### src/rtl/gate_sweep_driver.sv
// Exhaustive stimulus/check driver for an N_IN-input combinational gate under test.
// Optional macro GATE_SWEEP_STOP_ON_FAIL_EN ends the sweep on the first mismatch.
module gate_sweep_driver #(
  parameter int                    N_IN   = 2,
  parameter int                    SETTLE = 1,
  parameter logic [2**N_IN-1:0]    EXPECT = 4'b1000
) (
  input  logic              clk,
  input  logic              rst,
  input  logic              start,
  input  logic              y_in,
  output logic [N_IN-1:0]   a_out,
  output logic              busy,
  output logic              done,
  output logic              pass,
  output logic [N_IN:0]     err_count,
  output logic [N_IN-1:0]   first_fail
);

  localparam int              CW       = (SETTLE > 1) ? $clog2(SETTLE) : 1;
  localparam logic [CW-1:0]   CNT_INIT = CW'(SETTLE - 1);
  localparam logic [N_IN-1:0] LAST_IDX = '1;

  typedef enum logic [1:0] {
    ST_IDLE,
    ST_SETTLE,
    ST_SAMPLE
  } state_t;

  state_t          state_q;
  logic [N_IN-1:0] idx_q;
  logic [CW-1:0]   cnt_q;

  logic            mismatch;
  logic [N_IN:0]   err_inc;

  assign mismatch = (y_in != EXPECT[idx_q]);
  assign err_inc  = err_count + (N_IN+1)'(mismatch);

  always_ff @(posedge clk) begin
    if (rst) begin
      state_q    <= ST_IDLE;
      idx_q      <= '0;
      cnt_q      <= '0;
      a_out      <= '0;
      busy       <= 1'b0;
      done       <= 1'b0;
      pass       <= 1'b0;
      err_count  <= '0;
      first_fail <= '0;
    end else begin
      done <= 1'b0;
      case (state_q)
        ST_IDLE: begin
          if (start) begin
            state_q    <= ST_SETTLE;
            idx_q      <= '0;
            a_out      <= '0;
            cnt_q      <= CNT_INIT;
            busy       <= 1'b1;
            err_count  <= '0;
            first_fail <= '0;
            pass       <= 1'b0;
          end
        end

        ST_SETTLE: begin
          if (cnt_q == '0) begin
            state_q <= ST_SAMPLE;
          end else begin
            cnt_q <= cnt_q - 1'b1;
          end
        end

        ST_SAMPLE: begin
`ifdef GATE_SWEEP_STOP_ON_FAIL_EN
          if (mismatch) begin
            state_q    <= ST_IDLE;
            busy       <= 1'b0;
            done       <= 1'b1;
            pass       <= 1'b0;
            err_count  <= (N_IN+1)'(1);
            first_fail <= idx_q;
          end else
`endif
          begin
            err_count <= err_inc;
            if (mismatch && (err_count == '0)) begin
              first_fail <= idx_q;
            end
            if (idx_q == LAST_IDX) begin
              state_q <= ST_IDLE;
              busy    <= 1'b0;
              done    <= 1'b1;
              pass    <= (err_inc == '0);
            end else begin
              // a_out tracks idx so the gate sees the new vector for the full settle window
              idx_q   <= idx_q + 1'b1;
              a_out   <= idx_q + 1'b1;
              cnt_q   <= CNT_INIT;
              state_q <= ST_SETTLE;
            end
          end
        end

        default: state_q <= ST_IDLE;
      endcase
    end
  end

endmodule

### config.mk
export PLATFORM = sky130hd
export DESIGN_NAME = gate_sweep_driver
export DESIGN_NICKNAME = d
export VERILOG_FILES = /design/src/rtl/gate_sweep_driver.sv
export SDC_FILE = /design/constraint.sdc
export NUM_CORES = 1
export LEC_CHECK = 0
export ABC_AREA = 1
export CAP_MARGIN = 30
export CORE_MARGIN = 5
export CORE_UTILIZATION = 41
export CTS_BUF_LIST = sky130_fd_sc_hd__clkbuf_16
export CTS_CLUSTER_DIAMETER = 120
export DETAILED_ROUTE_END_ITERATION = 10
export PLACE_DENSITY = 0.8
export SYNTH_ARGS = -nofsm -noshare
export SYNTH_HDL_FRONTEND = slang
export SYNTH_SLANG_ARGS = --single-unit
### constraint.sdc
create_clock -name clk -period 1.65 [get_ports clk]
set_clock_uncertainty 0.05 [all_clocks]
set_input_delay 0.165 -clock clk [delete_from_list [all_inputs] [get_ports clk]]
set_output_delay 0.165 -clock clk [all_outputs]
set_load 0.005 [all_outputs]
== After elaboration in Yosys (flattened, before gate mapping) ==
Index checks and enable logic that the tools add are counted.
W data, S select, Z words.

* Register bits: 13
* Output and inout port bits: 10

* Add/subtract/negate cells: 3
* $lt $le $gt $ge: 1
* Equality and inequality tests: 9
* Muxes and demuxes: 23
* Bitwise operators: 1
* Reductions and logical operators: 13

{| class="wikitable"
|+ Operators with widths
! cell !! number
|-
| $reduce_and A3 Y1 || 4
|-
| $mux W2 || 5
|-
| $ne A2 B2 Y1 const B || 5
|-
| $mux W1 || 9
|-
| $pmux W2 S2 || 2
|-
| $logic_not A3 Y1 || 2
|-
| $pmux W2 S3 || 1
|-
| $pmux W3 S2 || 1
|-
| $eq A2 B2 Y1 const B || 2
|-
| $pmux W1 S2 || 2
|-
| $reduce_and A2 Y1 || 2
|-
| $add A3 B1 Y3 || 1
|-
| $lt A2 B3 Y1 const B || 1
|-
| $mux W3 || 1
|-
| $pmux W1 S3 || 1
|-
| $reduce_bool A3 Y1 || 1
|-
| $add A2 B1 Y2 const B || 1
|-
| $bmux W1 S2 || 1
|-
| $eq A2 B1 Y1 const B || 1
|-
| $logic_not A2 Y1 || 1
|-
| $reduce_bool A2 Y1 || 1
|-
| $reduce_or A2 Y1 || 1
|-
| $logic_and A1 B1 Y1 || 1
|-
| $ne A1 B1 Y1 || 1
|-
| other kinds (2) || 2
|}

== Depth between registers and ports, before layout ==
* Word-level depth: 7
* Depth in mapped cells: 12

== Worst setup path after synthesis ==
OpenSTA, ideal clock, no wires.

* Path kind: reg-to-reg
* Start point: reg idx_q[0]
* End point: reg pass
* Setup time: 64 ps
* Data arrival time: 1526 ps
* Setup slack: 10 ps
* Cell stages (with the launch flop): 10
* Buffers on the path: 0
* Clock period less this slack: 1640 ps
* Cells stage by stage: dfxtp_1 ha_1 inv_1 nand2_1 nand2_2 ha_1 ha_1 nor3_2 nor2_1 nor2_1

* Longest elaborated chain between the ends: 7
* Elaborated cells between the ends (all ways): 10

{| class="wikitable"
|+ Ends and longest elaborated chain
! item !! line !! source
|-
| start, declared || 31 || <nowiki>logic [N_IN-1:0] idx_q;</nowiki>
|-
| start signal, assigned || 98 || <nowiki>idx_q <= idx_q + 1'b1;</nowiki>
|-
| $bmux W1 S2 || 37 || <nowiki>assign mismatch = (y_in != EXPECT[idx_q]);</nowiki>
|-
| $mux W1 (implied by the code) || 37 ||
|-
| $ne A1 B1 Y1 || 37 ||
|-
| $add A3 B1 Y3 || 38 || <nowiki>assign err_inc = err_count + (N_IN+1)'(mismatch);</nowiki>
|-
| $logic_not A3 Y1 || 95 || <nowiki>pass <= (err_inc == '0);</nowiki>
|-
| $mux W1 || 91 || <nowiki>if (idx_q == LAST_IDX) begin</nowiki>
|-
| $pmux W1 S2 || 53 || <nowiki>case (state_q)</nowiki>
|-
| end signal, assigned || 95 ||
|-
| end, declared || 15 || <nowiki>output logic pass,</nowiki>
|}

Several ways; a longest one is shown, not always the timed one. The select of a mux whose other input is x is not followed.
A chain may end at the register's enable or synchronous reset.

== Final worst setup path ==
* Start point: reg idx_q[1]
* End point: reg pass

Same word-level chain as after synthesis.

==> flow_metrics.tcl <==
set metrics [dict create \
    dr.first_iter.drc_count 5 \
    max_slew.worst_pin.slew_ns 0.2159 \
    layout_commonest_cell "nand2_1" \
    grtUsageTotal_pct 14.95 \
    die_h_um 47.99 \
    synth_simple_gate_area_share_pct 37.63 \
    clk_latency_ns 0.24 \
    critPathLaunchType "flop" \
    status "completed" \
    required_ns 1.78 \
    cpPeakStageDelay_ns 0.35 \
    netlist_instances 78 \
    vias 556 \
    seqPwrFrac_pct 35.8 \
    wire_per_inst_um 12.15 \
    grt_pass1_vias 569 \
    cts_tree "yes" \
    power_frac_clock_pct 50.3 \
    power_switching_mw 0.1995 \
    ys_warn_count 0 \
    dp.cells 111 \
    start_util_pct 44.37 \
    globalRouteOverflowTotal 0 \
    synth_compound_area_share_pct 7.611 \
    ios 14 \
    switching_share_pct 22.55 \
    hold_path_class "reg2reg" \
    final_area_um2 912.1 \
    cts_sinks 12 \
    hold_viol 0 \
    ys_ff_latch 12 \
    clock_path_buffers 2 \
    cp_num_cells 11 \
    mostFrequentLayoutCells "nand2_1, clkdlybuf4s50_1, dfxtp_1" \
    numPortBuffers 13 \
    power.density_mw_per_mm2 970.0 \
    total_power_mw 0.8847 \
    yosys.area_share.xor_xnor_pct 0 \
    crit_arrival_ns 1.73 \
    max_freq_ghz 0.6249 \
    cp_cell_sequence "ha_4 > inv_2 > nand2_2 > nand2_2 > ha_4 > ha_4 > nand2_2 > nand3_2 > nor3_2 > nor2_1 > nor2_1" \
    ant_nets 0 \
    rsz0062_at_grt "true" \
    final.period_utilization_pct 96.98 \
    antennaDiodeCount 0 \
    syn_avg_cell_area_um2 7.587 \
    layout_min_cycle_time_ns 1.600 \
    end_kind "flop" \
    synth_mux_area_share_pct 0 \
    synthAdderAreaFrac_pct 6.342 \
    cts_max_level 1 \
    synth_top_family_by_area "simple AND/OR/NAND/NOR gates" \
    nNetsFinal 109 \
    clk_pin_slew_ns 0.04 \
    cts-root-buf "clkbuf_16" \
    crit_buf_inv 1 \
    critPathKind "reg2reg" \
    dp_hpwl_um 990.8 \
    critPathMaxFanout 3 \
    wirelength_mm 1.409 \
    cap_violations 0 \
    row_count 13 \
    power_frac_comb_pct 13.9 \
    syn_area_um2 591.8 \
    cp_top_family "simple AND/OR/NAND/NOR gates" \
    grt_max_degree 9 \
    relSlewSlack_pct 85.59 \
    die-area_mm2 0.002303 \
    cp_slowest_cell "dfxtp_2" \
    drive_above_1_share_pct 33.66 \
    area_growth_pct 54.12 \
    slew_violations 0 \
    p_int_mw 0.6852 \
    leakage_nw 0.3837 \
    detail_route.vias_per_cell 4.793 \
    final_util_pct 68.39 \
    yosysUniqueCellTypes 17 \
    gp_congestion 0.8253 \
    ir_drop_uv 892.8 \
    place_area_um2 778.2 \
    layout.cells.non_filler 116 \
    core_area_mm2 0.001334 \
    reg2reg_depth 11 \
    grt_pass1_wl_mm 2.304 \
    setup_violations 0 \
    die_x_um 47.99 \
    synth.net_count 85 \
    drc 0 \
    cts_buffers 3 \
    dr.pass1.iters 2 \
    synth_seq_area_share_pct 40.59 \
    worstHoldPathCells 2 \
    antenna_found_initial 0 \
]
[final timing paths]
path | slack, ns | to | from
worst max-delay path | 0.05 | pass | idx_q[1]
worst min-delay path | 0.41 | busy | busy
worst max register to register | 0.05 | pass | idx_q[1]
worst min register to register | 0.41 | busy | busy
[routing by layer]
metal	track usage, %	part of all wire (%)
met3	4.887	4.0
met2	25.59	53
met1	15.45	40
met4	9.677	2.4
met5	0	0
[per-stage QoR]
step	hold slack [ns]	TNS, ns	setup slack (ns)
finish	0.4113	0	0.04982
global route	0.4497	-0.07132	-0.07132
CTS	0.4195	0	0.00004174
detailed placement	0.4075	-0.09427	-0.09427
global placement	0.4033	-0.01700	-0.01700
floorplan	0.1841	0	0.01031
[registers in the layout (all words and copies together) (netlist names)]
register,cells
pass,1
done,1
first_fail,2
err_count,3
idx_q,2
busy,1
state_q,2
[power groups by stage]
stage          Clock (mW)  Sequential, mW  Combinational, mW
2_1_floorplan           0           0.322             0.0653
3_3_place_gp            0           0.321              0.116
3_5_place_dp            0           0.320              0.119
4_1_cts             0.457           0.315              0.120
5_1_grt             0.473           0.318              0.139
6_report            0.445           0.317              0.123
[area by class of cell]
class | count | area (µm²)
fill | 116 | 421.7
multi-input combinational | 54 | 350.3
sequential | 12 | 242.7
timing repair buffer | 19 | 175.2
clock buffer | 3 | 75.07
inverter | 12 | 46.29
tap | 15 | 18.77
clock inverter | 1 | 3.754
[cells by family after synthesis]
group | count (synthesis)
adder cells (fa/ha/maj) | 3
AND/OR/NAND/NOR | 42
buffers and inverters | 12
AO/OA/AOI/OAI | 9
flip-flops | 12
[repair_timing]
action / CTS / global route
buffers inserted: 0 / 1
pin swaps: 0 / 7
endpoints found under the hold margin: 0 / 0
setup endpoints to repair: 1 / 2
gates cloned: 0 / 0
hold buffers: 0 / 0
gates resized for setup: 1 / 12
[cell usage after synthesis]
master / n / area share, %
nor2_4: 2 / 3.8
inv_2: 2 / 1.3
a21oi_1: 7 / 5.9
clkinv_2: 1 / 0.84
nor3_2: 1 / 1.7
nor3_1: 2 / 1.7
nand2_2: 4 / 4.2
nor2_2: 2 / 2.1
inv_1: 9 / 5.7
dfxtp_1: 12 / 41
nand2_4: 2 / 3.8
nand3_1: 4 / 3.4
nor2_1: 7 / 4.4
ha_1: 3 / 6.3
nand2_1: 17 / 11
o21ai_0: 2 / 1.7
nand3_2: 1 / 1.7
[tightest hold or removal path, delay by kind of cell, from the launching register on]
family / cells / cell delay, ns
flip-flops: 1 / 0.30
AND/OR/NAND/NOR: 1 / 0.06
AO/OA/AOI/OAI: 1 / 0.05
Note: power is estimated with default switching activity, not from simulation.
